<file path="config.mk">
export PLATFORM = sky130hd
export DESIGN_NAME = decode_dispatch_ctrl
export DESIGN_NICKNAME = d
export VERILOG_FILES = /design/src/rtl/decode_dispatch_ctrl.sv
export SDC_FILE = /design/constraint.sdc
export NUM_CORES = 1
export LEC_CHECK = 0
export BUFFER_PORTS_ARGS = -buffer_cell sky130_fd_sc_hd__buf_2
export CAP_MARGIN = 20
export CORE_ASPECT_RATIO = 0.9
export CORE_MARGIN = 1.5
export CORE_UTILIZATION = 49
export DETAILED_ROUTE_END_ITERATION = 12
export GPL_TIMING_DRIVEN = 0
export MAX_ROUTING_LAYER = met4
export PLACE_DENSITY_LB_ADDON = 0.25
export SETUP_SLACK_MARGIN = 0.05
export SYNTH_ARGS = -nofsm -noshare
export SYNTH_HDL_FRONTEND = slang
export SYNTH_SLANG_ARGS = --single-unit
</file>
<file path="constraint.sdc">
create_clock -name clk -period 2.9 [get_ports clk]
set_input_delay 0.145 -clock clk [delete_from_list [all_inputs] [get_ports clk]]
set_output_delay 0.145 -clock clk [all_outputs]
set_load 0.005 [all_outputs]
</file>
<file path="src/rtl/decode_dispatch_ctrl.sv">
// Fetch-to-decode instruction buffer with per-exu dispatch handshakes and halt-on-illegal.
// Define SFO_EN to enable short-forward-branch shadow tracking (SHADOW state, under_shadow outputs).
module decode_dispatch_ctrl #(
  parameter int DEPTH      = 4,
  parameter int SHADOW_MAX = 8
) (
  input  logic        clk,
  input  logic        rst,
  input  logic        flush,
  input  logic        fetch_valid,
  input  logic [31:0] fetch_instr,
  input  logic [31:0] fetch_pc,
  output logic        fetch_ready,
  output logic [31:0] dec_instr,
  output logic [31:0] dec_pc,
  output logic        dec_under_shadow,
  input  logic        dec_legal,
  input  logic [1:0]  dec_exu,
  input  logic        dec_is_branch,
  input  logic        dec_shadowable,
  input  logic [31:0] dec_btarget,
  output logic [3:0]  disp_valid,
  input  logic [3:0]  disp_ready,
  output logic [31:0] disp_instr,
  output logic [31:0] disp_pc,
  output logic        disp_shadowed,
  output logic        illegal,
  output logic [31:0] illegal_pc
);

  localparam int PW = $clog2(DEPTH);
  localparam int CW = PW + 1;

`ifdef SFO_EN
  typedef enum logic [1:0] {RUN, SHADOW, HALT} state_t;
`else
  typedef enum logic {RUN, HALT} state_t;
`endif

  state_t          state, state_n;
  logic [31:0]     buf_instr [DEPTH];
  logic [31:0]     buf_pc    [DEPTH];
  logic [PW-1:0]   wr_ptr, rd_ptr;
  logic [CW-1:0]   count;
  logic            not_empty, push, fire, head_illegal;

  assign not_empty    = (count != '0);
  assign fetch_ready  = (count < CW'(DEPTH)) & ~flush;
  assign push         = fetch_valid & fetch_ready;
  assign fire         = |(disp_valid & disp_ready);
  assign head_illegal = not_empty & ~dec_legal & (state != HALT);

  assign dec_instr  = not_empty ? buf_instr[rd_ptr] : '0;
  assign dec_pc     = not_empty ? buf_pc[rd_ptr]    : '0;
  assign disp_instr = dec_instr;
  assign disp_pc    = dec_pc;

  always_comb begin
    disp_valid = '0;
    if (not_empty & dec_legal & (state != HALT))
      disp_valid[dec_exu] = 1'b1;
  end

  always_ff @(posedge clk) begin
    if (push) begin
      buf_instr[wr_ptr] <= fetch_instr;
      buf_pc[wr_ptr]    <= fetch_pc;
    end
  end

  // Flush discards any fetch or dispatch handshake of its own cycle.
  always_ff @(posedge clk or negedge rst) begin
    if (!rst) begin
      state      <= RUN;
      wr_ptr     <= '0;
      rd_ptr     <= '0;
      count      <= '0;
      illegal    <= 1'b0;
      illegal_pc <= '0;
    end else if (flush) begin
      state   <= RUN;
      wr_ptr  <= '0;
      rd_ptr  <= '0;
      count   <= '0;
      illegal <= 1'b0;
    end else begin
      state <= state_n;
      if (push) wr_ptr <= wr_ptr + 1'b1;
      if (fire) rd_ptr <= rd_ptr + 1'b1;
      count <= count + CW'(push) - CW'(fire);
      if (head_illegal) begin
        illegal    <= 1'b1;
        illegal_pc <= dec_pc;
      end
    end
  end

`ifdef SFO_EN
  localparam int RW = $clog2(SHADOW_MAX + 1);

  logic [RW-1:0] rem, rem_n;
  logic [31:0]   target, target_n, dist;
  logic          opens, under;

  assign dist  = (dec_btarget - dec_pc) >> 2;
  assign opens = dec_is_branch & (dec_btarget > dec_pc) &
                 (dist >= 32'd2) & (dist <= 32'(SHADOW_MAX));
  assign under = (state == SHADOW) & not_empty & (dec_pc != target);

  assign dec_under_shadow = under;
  assign disp_shadowed    = dec_shadowable & under;

  always_ff @(posedge clk or negedge rst) begin
    if (!rst) begin
      rem    <= '0;
      target <= '0;
    end else begin
      rem    <= rem_n;
      target <= target_n;
    end
  end

  always_comb begin
    state_n  = state;
    rem_n    = rem;
    target_n = target;
    case (state)
      RUN: begin
        if (head_illegal) state_n = HALT;
        else if (fire & opens) begin
          state_n  = SHADOW;
          rem_n    = RW'(dist - 32'd1);
          target_n = dec_btarget;
        end
      end
      SHADOW: begin
        if (head_illegal) state_n = HALT;
        else begin
          if (not_empty & ~under) state_n = RUN;
          else if (fire) begin
            if (~dec_shadowable | dec_is_branch) state_n = RUN;
            else begin
              rem_n = rem - 1'b1;
              if (rem == RW'(1)) state_n = RUN;
            end
          end
          // A shadow that just closed (target reached or cancelled) may be reopened by this same dispatch.
          if (fire & (state_n == RUN) & opens) begin
            state_n  = SHADOW;
            rem_n    = RW'(dist - 32'd1);
            target_n = dec_btarget;
          end
        end
      end
      HALT:    state_n = HALT;
      default: state_n = RUN;
    endcase
  end
`else
  logic unused_sfo;
  assign unused_sfo       = ^{dec_is_branch, dec_shadowable, dec_btarget};
  assign dec_under_shadow = 1'b0;
  assign disp_shadowed    = 1'b0;

  always_comb begin
    state_n = state;
    if (state == RUN && head_illegal) state_n = HALT;
  end
`endif

endmodule

</file>
==> metrics.txt, run 1 <==
status=finished, final reports clean; CTS Buffer Depth=3; Synth Warn #=0; Hold WS=around 30 ps; die width=between 150 and 200 µm; H-tree depth=1; WP data arrival=~2500 ps; Clk Latency, worst-skew pair=roughly 550 ps; DRC=0; slowest stage cell, crit path=mux4_2; Std-Cell Rows=54; CP Capture Type=primary output; synth unique cells=32; Startpoint Class=flop; Tmin final=2680 ps; fin util=0.6370; kind of critical path=reg -> out; Leakage=between 5 and 6 nW; layout cells sized above 1=0.4933; most frequent CP cell=buf_4; vias in the first global route=between 6k and 7k; met2 WL post-DR=around 11000 µm; RSZ-0062 raised after global routing=false; CTS tree=yes; FF/Latch Area=8688 µm²; M1 WL=between 10000 and 15000 µm; num ports=about 280; Post-Syn Area per Cell=roughly 20 µm²; Die Span Y=~150 µm; post-synthesis async set-or-reset flop share=0.1351; first-pass GRT wire length=between 30000 and 40000 µm; Port Buffers=240; fmax=373.2 MHz; largest net degree at the start of global routing=roughly 40; Cell Area, Synth=11940 µm²; Placer Congestion=about 0.7; Post-CTS Setup Inserts=0; DRT Wirelength=23140 µm; register area share after synthesis=0.7276; leading cell type in the layout, fill and taps excluded=edfxtp_1; Buf/Inv on CP=5; worst path required time=2760 ps; drt wl/cell=18.13 µm; Area growth, synth to finish=28.31%; Cell Pwr Density=approximately 880 nW/µm²; DIE AREA=about 25000 µm²; Detail Route Antenna Nets=0; Starting Density=0.4965; 1st-pass router iterations=4; Final Max Tran Viols=0; hpwl dp=roughly 15000 µm; number of synthesized flops with an enable pin=between 200 and 300; GRT Util Overall=0.1912; Worst path top cell family by delay=buffers and inverters; period utilization=0.9240; worst slack, placed=between 200 and 300 ps; via count=about 6.4k; root buf cell=clkbuf_16; Seq cells post-synth=slightly below 300; Pwr Total=13.44 mW; CTS sink cnt=approximately 300; VDD IR max=0.7668 mV; initial antenna violation count=1; crit-path max FO=10; commonest cells after routing, fill and taps aside=edfxtp_1 (256), buf_2 (243), buf_4 (68); final clock skew=around 21 ps; maxcap violations=0; WL met3=around 1400 µm; Final nets=1059; routed vias/inst=approximately 5.0; area of the multi-input gates=around 2600 µm²; Initial DRC Count=~330; Rel. slew slack=0.5845; total gr overflow=0; Worst Tran Pin Value=623.3 ps; clock buffer count from CTS=30; CP Cell Sequence=clkbuf_1 -> buf_6 -> buf_4 -> mux4_2 -> and2_1 -> buf_4 -> buf_2; hold crit path type=in -> reg; Top Metal Used=met4; post-route worst setup slack=220.3 ps; setup violators final=0; Post-Synthesis Cells=approximately 600; Post-synth top flop=edfxtp_1; setup TNS=0 ps; slowest stage delay, CP=530 ps; fillers=between 1.5k and 2k; area of the core=~24000 µm²; Worst-path clk slew=roughly 60 ps; Final Hold Vio Count=0
## power breakdown
group | internal [mW] | switching (mW) | leakage [nW] | total (mW)
Combinational | 2.40 | 1.91 | 2.69 | 4.31
Sequential | 5.13 | 0.171 | 2.81 | 5.30
Clock | 2.31 | 1.52 | 0.486 | 3.83
## worst paths after layout
check	start	to	slack, ps	depth (start not counted)
max in group asynchronous	rst	illegal_pc[30]	2350	3
worst max-delay path	rd_ptr[0]	disp_instr[25]	220	7
worst min-delay path	flush	wr_ptr[1]	30	4
worst max register to register	count[1]	count[2]	290	11
min in group asynchronous	rst	illegal_pc[4]	40	2
worst min register to register	illegal_pc[22]	illegal_pc[22]	500	1
## through the flow
step                instance area, µm²  cells
floorplan                        11950    600
global placement                 13540   1148
detailed placement               13630   1152
CTS                              15290   1274
global route                     15320   1276
finish                           15320   1276
## repair_timing
item / in CTS / in global routing
setup endpoints to repair: 32 / 25
gates cloned: 0 / 0
resized for setup: 1 / 5
hold buffers: 67 / 0
endpoints found under the hold margin: 298 / 0
## cell type report
cell class,count,share of cell area
multi-input cells,205,0.1690
well taps,308,0.02515
diodes,1,0.0001633
flip-flops and latches,296,0.5670
clock buffers,46,0.05626
plain buffers,92,0.04320
inverters,6,0.001470
repair buffers,312,0.1292
clock inverters,10,0.008574
## registers in the layout, indices dropped and copies added, names as in the netlist
name,count
buf_pc,128
rd_ptr,2
buf_instr,128
illegal_pc,32
illegal,1
wr_ptr,2
count,3
## worst min-delay path, cell delays in order
cell and delay (ps):
buf_2 150, nor3b_2 100, nand2_1 70, o31ai_1 50
## routing by layer
layer,global-route usage,up-vias
li1,-,2950
met1,0.2572,3228
met2,0.3140,235
met3,0.03292,30
met4,0.03649,0
met5,-,-
## logic make-up after synthesis
kind of cell,Yosys count,synth area share
AO/OA/AOI/OAI,2,0.001048
buffers and inverters,99,0.05721
multiplexers,99,0.1553
other,1,0.0003140
XOR/XNOR,2,0.001467
flip-flops,296,0.7276
adder cells (fa/ha/maj),7,0.007963
AND/OR/NAND/NOR,93,0.04914
## cells in the mapped netlist, drive strengths merged (2+ instances only)
master / instances / area (µm²)
and2: 69 / 431.7
and2b: 2 / 16.27
buf: 81 / 615.6
clkbuf: 12 / 45.04
dfrtp: 40 / 1001
edfxtp: 256 / 7687
ha: 6 / 75.07
inv: 6 / 22.52
mux2: 34 / 386.6
mux4: 65 / 1468
nand2: 2 / 7.510
nor2: 7 / 26.28
nor2b: 3 / 18.77
nor3: 2 / 10.01
nor3b: 3 / 22.52
No activity file was read; power rests on OpenSTA's default activity.
==> inputs of run 2 (changes only) <==
--- a/config.mk
+++ b/config.mk
@@ -7,7 +7,6 @@
 export LEC_CHECK = 0
 export BUFFER_PORTS_ARGS = -buffer_cell sky130_fd_sc_hd__buf_2
 export CAP_MARGIN = 20
-export CORE_ASPECT_RATIO = 0.9
 export CORE_MARGIN = 1.5
 export CORE_UTILIZATION = 49
 export DETAILED_ROUTE_END_ITERATION = 12
==> constraint.sdc (replaced) <==
create_clock -name clk -period 2.4 [get_ports clk]
set_input_delay 0.12 -clock clk [delete_from_list [all_inputs] [get_ports clk]]
set_output_delay 0.12 -clock clk [all_outputs]
set_load 0.005 [all_outputs]
==> metrics.txt, run 2 (synthesized netlist as in run 1, its figures left out) <==
CTS sink cnt=296 (unchanged); Std-Cell Rows=56 (+3.7%); WP data arrival=2270 ps (-260 ps); Worst R2R Setup Slack=20 ps (-270 ps); Worst-path clk slew=60 ps (about the same); Area growth, synth to finish=36.50%; CP Depth=6 (-1); Buf/Inv on CP=4 (-1); fmax=approximately 420 MHz; Leakage=6.285 nW (+5.0%); VDD IR max=0.9106 mV (+19%); slowest stage delay, CP=530 ps (about the same); Tmin final=about 2400 ps; Port Buffers=240 (unchanged); DRT Wirelength=25360 µm (+9.6%); Inst Count DP=1163 (+0.95%); initial antenna violation count=3 (+2); Final Max Tran Viols=0 (unchanged); hpwl dp=15300 µm (+4.4%); Placed Area=13670 µm² (+0.31%); CTS Buffer Depth=3 (unchanged); CTS tree=yes; final clock skew=8.442 ps (-12.56 ps); first-pass GRT wire length=38470 µm (+7.5%); Detail Route Antenna Nets=0 (unchanged); R2R depth=11 (unchanged); Cell Pwr Density=1111 nW/µm² (+27%); WL met3=1915 µm (+40%); biggest regs=buf_instr x128, buf_pc x128, illegal_pc x32; via count=6563 (+1.9%); CP Cell Sequence=buf_12 -> buf_12 -> mux4_2 -> and2_4 -> buf_6 -> buf_6; Starting Density=0.5042 (+0.007764); maxcap violations=0 (unchanged); status=finished, final reports clean; H-tree depth=1 (unchanged); crit path to=disp_pc[31]; fin cells=1292 (+1.3%); routed vias/inst=5.080 (+0.60%); area of the core=23680 µm² (-1.5%); crit-path max FO=7 (-3); Rel. slew slack=0.6597 (+0.07523); share of total power in sequential cells=0.354 (-0.040); Top Metal Used=met4; GRT Util Overall=0.2020 (+0.01077); Die Span Y=159.1 µm (+5.3%); num ports=277 (unchanged); Placer Congestion=0.7120 (+4.6%); total gr overflow=0 (unchanged); leading cell type in the layout, fill and taps excluded=edfxtp_1; die width=159.1 µm (-5.0%); largest net degree at the start of global routing=44 (+7.3%); met2 WL post-DR=12750 µm (+14%); Sw Ratio=0.2644 (-0.003821); Final Cell Area=16300 µm² (+6.4%); drt wl/cell=19.63 µm (+8.2%); slowest stage cell, crit path=mux4_2; RSZ-0062 raised after global routing=true; Clk Latency, worst-skew pair=540 ps (about the same); combinational share of power=0.392 (+0.071); Startpoint Class=flop; area of the multi-input gates=2780 µm² (+7.4%); clock buffer count from CTS=30 (unchanged); worst path required time=2280 ps (-480 ps); M1 WL=10350 µm (+1.5%); switching power total=4.789 mW (+33%); Int Power=13.32 mW (+36%); Worst path top cell family by delay=buffers and inverters; fillers=1618 (-6.3%); Final nets=1062 (+0.28%); period utilization=0.9941; kind of critical path=reg -> out; DIE AREA=25320 µm² (about the same); worst r2r dst=count[2]; CP Capture Type=primary output; hold crit path type=in -> reg; setup violators final=0 (unchanged); Worst Tran Pin Value=510.4 ps (-112.8 ps); commonest cells after routing, fill and taps aside=edfxtp_1 (256), buf_2 (185), buf_6 (92); 1st-pass router iterations=4 (unchanged); root buf cell=clkbuf_16; FF/Latch Area=8690 µm² (about the same); Final Hold Vio Count=0 (unchanged); DRC=0 (unchanged); clock share of power=0.254 (-0.031); reg2reg start=count[1]; vias in the first global route=6843 (+5.6%); CP startpoint=rd_ptr[0]; layout cells sized above 1=0.5701 (+0.07682); Initial DRC Count=348 (+6.4%)
[run 2: how the worst min path moves through the flow]
stage | from | endpoint | slack [ps] | depth (start not counted)
5_1_grt | fetch_pc[28] | buf_pc[1][28] | 320 | 2
4_1_cts | fetch_instr[11] | buf_instr[3][11] | 290 | 2
6_report | fetch_instr[11] | buf_instr[2][11] | 320 | 2
2_1_floorplan | rst | count[0] | -180 | 0
3_5_place_dp | fetch_instr[2] | buf_instr[3][2] | 340 | 1
3_3_place_gp | fetch_instr[0] | buf_instr[3][0] | 330 | 1
[run 2: power groups by stage]
| stage | combinational [mW] | clock (mW) | sequential [mW] |
|---|---|---|---|
| 4_1_cts | 6.07 | 4.70 | 6.41 |
| 3_3_place_gp | 5.11 | 0 | 6.52 |
| 5_1_grt | 7.60 | 4.92 | 6.47 |
| 6_report | 7.09 | 4.60 | 6.42 |
| 3_5_place_dp | 5.22 | 0 | 6.52 |
| 2_1_floorplan | 2.98 | 0 | 6.52 |
[run 2: cell type report]
type / count / share of cell area
clock inverter: 14 / 0.008597
multi-input combinational: 205 / 0.1706
inverter: 6 / 0.001535
buffer: 65 / 0.04383
timing repair buffer: 342 / 0.1655
clock buffer: 42 / 0.05197
tap: 319 / 0.02449
sequential: 296 / 0.5331
antenna: 3 / 0.0004605
[run 2: stage by stage]
step / setup slack [ps] / power, mW / util / hold WS (ps) / setup TNS [ps]
after detailed placement: -243.5 / 11.74 / 0.5773 / 337.5 / -321.0
final: 14.16 / 18.11 / 0.6883 / 319.6 / 0
after global placement: -602.0 / 11.63 / 0.5731 / 334.4 / -147870
after floorplan: 66.72 / 9.504 / - / -175.6 / 0
after CTS: 13.89 / 17.19 / 0.6658 / 294.8 / 0
after global routing: -59.08 / 18.99 / 0.6883 / 320.9 / -285.0
[run 2: what timing repair did]
| item | 4_1_cts | 5_1_grt |
|---|---|---|
| pin swaps | 12 | 47 |
| cloned | 2 | 3 |
| endpoints found under the hold margin | 300 | 7 |
| hold buffers | 68 | 1 |
| endpoints found under the setup margin | 188 | 64 |
| buffers inserted | 9 | 15 |
| resized for setup | 85 | 139 |
[run 2: metal layers]
| layer | track usage | vias up |
|---|---|---|
| met1 | 0.2588 | 3337 |
| met3 | 0.04558 | 34 |
| li1 | - | 2945 |
| met5 | - | - |
| met2 | 0.3337 | 247 |
| met4 | 0.04160 | 0 |
==> inputs of run 3 (changes only) <==
--- a/config.mk
+++ b/config.mk
@@ -13,6 +13,7 @@
 export GPL_TIMING_DRIVEN = 0
 export MAX_ROUTING_LAYER = met4
 export PLACE_DENSITY_LB_ADDON = 0.25
+export REMOVE_ABC_BUFFERS = 1
 export SETUP_SLACK_MARGIN = 0.05
 export SYNTH_ARGS = -nofsm -noshare
 export SYNTH_HDL_FRONTEND = slang
==> metrics.txt, run 3 (synthesized netlist as in run 1, its figures left out) <==
RSZ-0062 raised after global routing=true; commonest cells after routing, fill and taps aside=edfxtp_1 (256), buf_2 (164), buf_6 (77); slowest stage delay, CP=410 ps (-120 ps); final clock skew=10.74 ps (+2.295 ps); most frequent CP cell=inv_1; root buf cell=clkbuf_16; Leakage=5.983 nW (-4.8%); R2R depth=11 (unchanged); Startpoint Class=flop; area of the multi-input gates=2786 µm² (+0.22%); Initial DRC Count=359 (+3.2%); CTS Buffer Depth=3 (unchanged); CTS tree=yes; vias in the first global route=6736 (-1.6%); Starting Density=0.5042 (unchanged); fmax=414.0 MHz (-1.2%); setup violators final=1 (+1); reg2reg start=count[1]; DRT Wirelength=25780 µm (+1.6%); num ports=277 (unchanged); Placer Congestion=0.7479 (+5.0%); Final nets=999 (-5.9%); Worst-path clk slew=60 ps (about the same); drt wl/cell=21.02 µm (+7.1%); DRC=0 (unchanged); period utilization=1.006 (+0.01223); kind of critical path=reg -> reg; routed vias/inst=5.205 (+2.5%); fillers=1548 (-4.3%); Hold WS=-7.540 ps (-327.2 ps); CTS sink cnt=296 (unchanged); fin util=0.6700 (-0.01833); largest net degree at the start of global routing=45 (+2.3%); Std-Cell Rows=56 (unchanged); post-route worst setup slack=-15.20 ps (-29.36 ps); worst slack, placed=-797.3 ps (-553.8 ps); Detail Route Antenna Nets=0 (unchanged); initial antenna violation count=0 (-3); Final Cell Area=15870 µm² (-2.7%); Port Buffers=240 (unchanged); die width=159.1 µm (unchanged); H-tree depth=1 (unchanged); FF/Latch Area=8700 µm² (+0.12%); total gr overflow=0 (unchanged); Tmin final=2415 ps (+29.36 ps); Cell Pwr Density=1122 nW/µm² (+1.0%); 1st-pass router iterations=4 (unchanged); leading cell type in the layout, fill and taps excluded=edfxtp_1; crit-path max FO=2 (-5); area of the core=23680 µm² (unchanged); clock buffer count from CTS=30 (unchanged); Placed Area=13120 µm² (-4.1%); VDD IR max=0.7591 mV (-17%); first-pass GRT wire length=38210 µm (-0.68%); biggest regs=buf_instr x128, buf_pc x128, illegal_pc x32; Final Max Tran Viols=0 (unchanged); ANT cells=0 (-3); Pwr Total=17.81 mW (-1.7%); status=finished with violations; hold crit path type=in -> async; Area growth, synth to finish=32.87%; hpwl dp=13470 µm (-12%); WP data arrival=2880 ps (+610 ps); Die Span Y=159.1 µm (unchanged); DIE AREA=25320 µm² (unchanged); violated checks=hold timing, setup timing; GRT Util Overall=0.2017 (-0.0002517); Worst R2R Setup Slack=-20 ps (-40 ps); CP Cell Sequence=or3_4 -> buf_12 -> and3_4 -> ha_4 -> inv_1 -> ha_1 -> inv_1 -> fa_2 -> xor2_2 -> and2_4 -> nor3_2; Final Hold Vio Count=9 (+9); slowest stage cell, crit path=dfrtp_2; CP Capture Type=flop; maxcap violations=0 (unchanged); worst path required time=2870 ps (+590 ps); worst r2r dst=count[2]; Clk Latency, worst-skew pair=540 ps (about the same); via count=6381 (-2.8%); layout cells sized above 1=0.5502 (-0.01994)
-- run 3: critical path, delay by kind of cell (launching register included) --
kind,cells,cell delay (ps)
simple gates,4,840
fa+ha+maj,3,680
flops,1,410
buf+inv,3,230
xor+xnor,1,160
-- run 3: metrics by stage --
| stage | setup TNS [ps] | cells |
|---|---|---|
| finish | -15.20 | 1226 |
| global route | -142.9 | 1226 |
| CTS | -50.66 | 1215 |
| global placement | -860620 | 1066 |
| floorplan | -306450 | 507 |
| detailed placement | -6144 | 1075 |
-- run 3: report_power, final --
group / total [mW] / switching (mW) / internal, mW / leakage, nW
sequential: 6.45 / 0.247 / 6.20 / 2.80
combinational: 6.59 / 2.65 / 3.94 / 2.68
clock: 4.77 / 1.89 / 2.87 / 0.500
total: 17.8 / 4.79 / 13.0 / 5.98
-- run 3: layout make-up --
class,count,share of cell area
Inverter,6,0.001419
Clock buffer,39,0.05268
Sequential cell,296,0.5483
Clock inverter,17,0.01191
Timing Repair Buffer,343,0.1849
Tap cell,319,0.02516
Multi-Input combinational cell,206,0.1756
-- run 3: worst max path at each step --
| stage | startpoint | endpoint | slack, ps | cells after the start |
|---|---|---|---|---|
| 6_report | count[1] | count[2] | -20 | 11 |
| 4_1_cts | count[1] | count[2] | -50 | 11 |
| 2_1_floorplan | rd_ptr[0] | illegal_pc[13] | -1240 | 2 |
| 5_1_grt | count[1] | count[2] | -110 | 11 |
| 3_5_place_dp | count[1] | count[2] | -800 | 11 |
| 3_3_place_gp | rd_ptr[0] | dec_pc[1] | -2510 | 3 |
-- run 3: routing by layer --
metal	routed length, µm	GRT usage	part of all wire
met5	0	-	0
met4	368	0.04545	0.014
met3	1391	0.03256	0.054
met2	13120	0.3355	0.51
met1	10900	0.2638	0.42
-- run 3: what timing repair did --
action,in CTS,in global routing
pin swaps,3,24
hold buffers,69,0
setup endpoints to repair,173,42
gates cloned,4,3
gates resized for setup,10,138
hold endpoints to repair,302,0
setup buffers,11,7
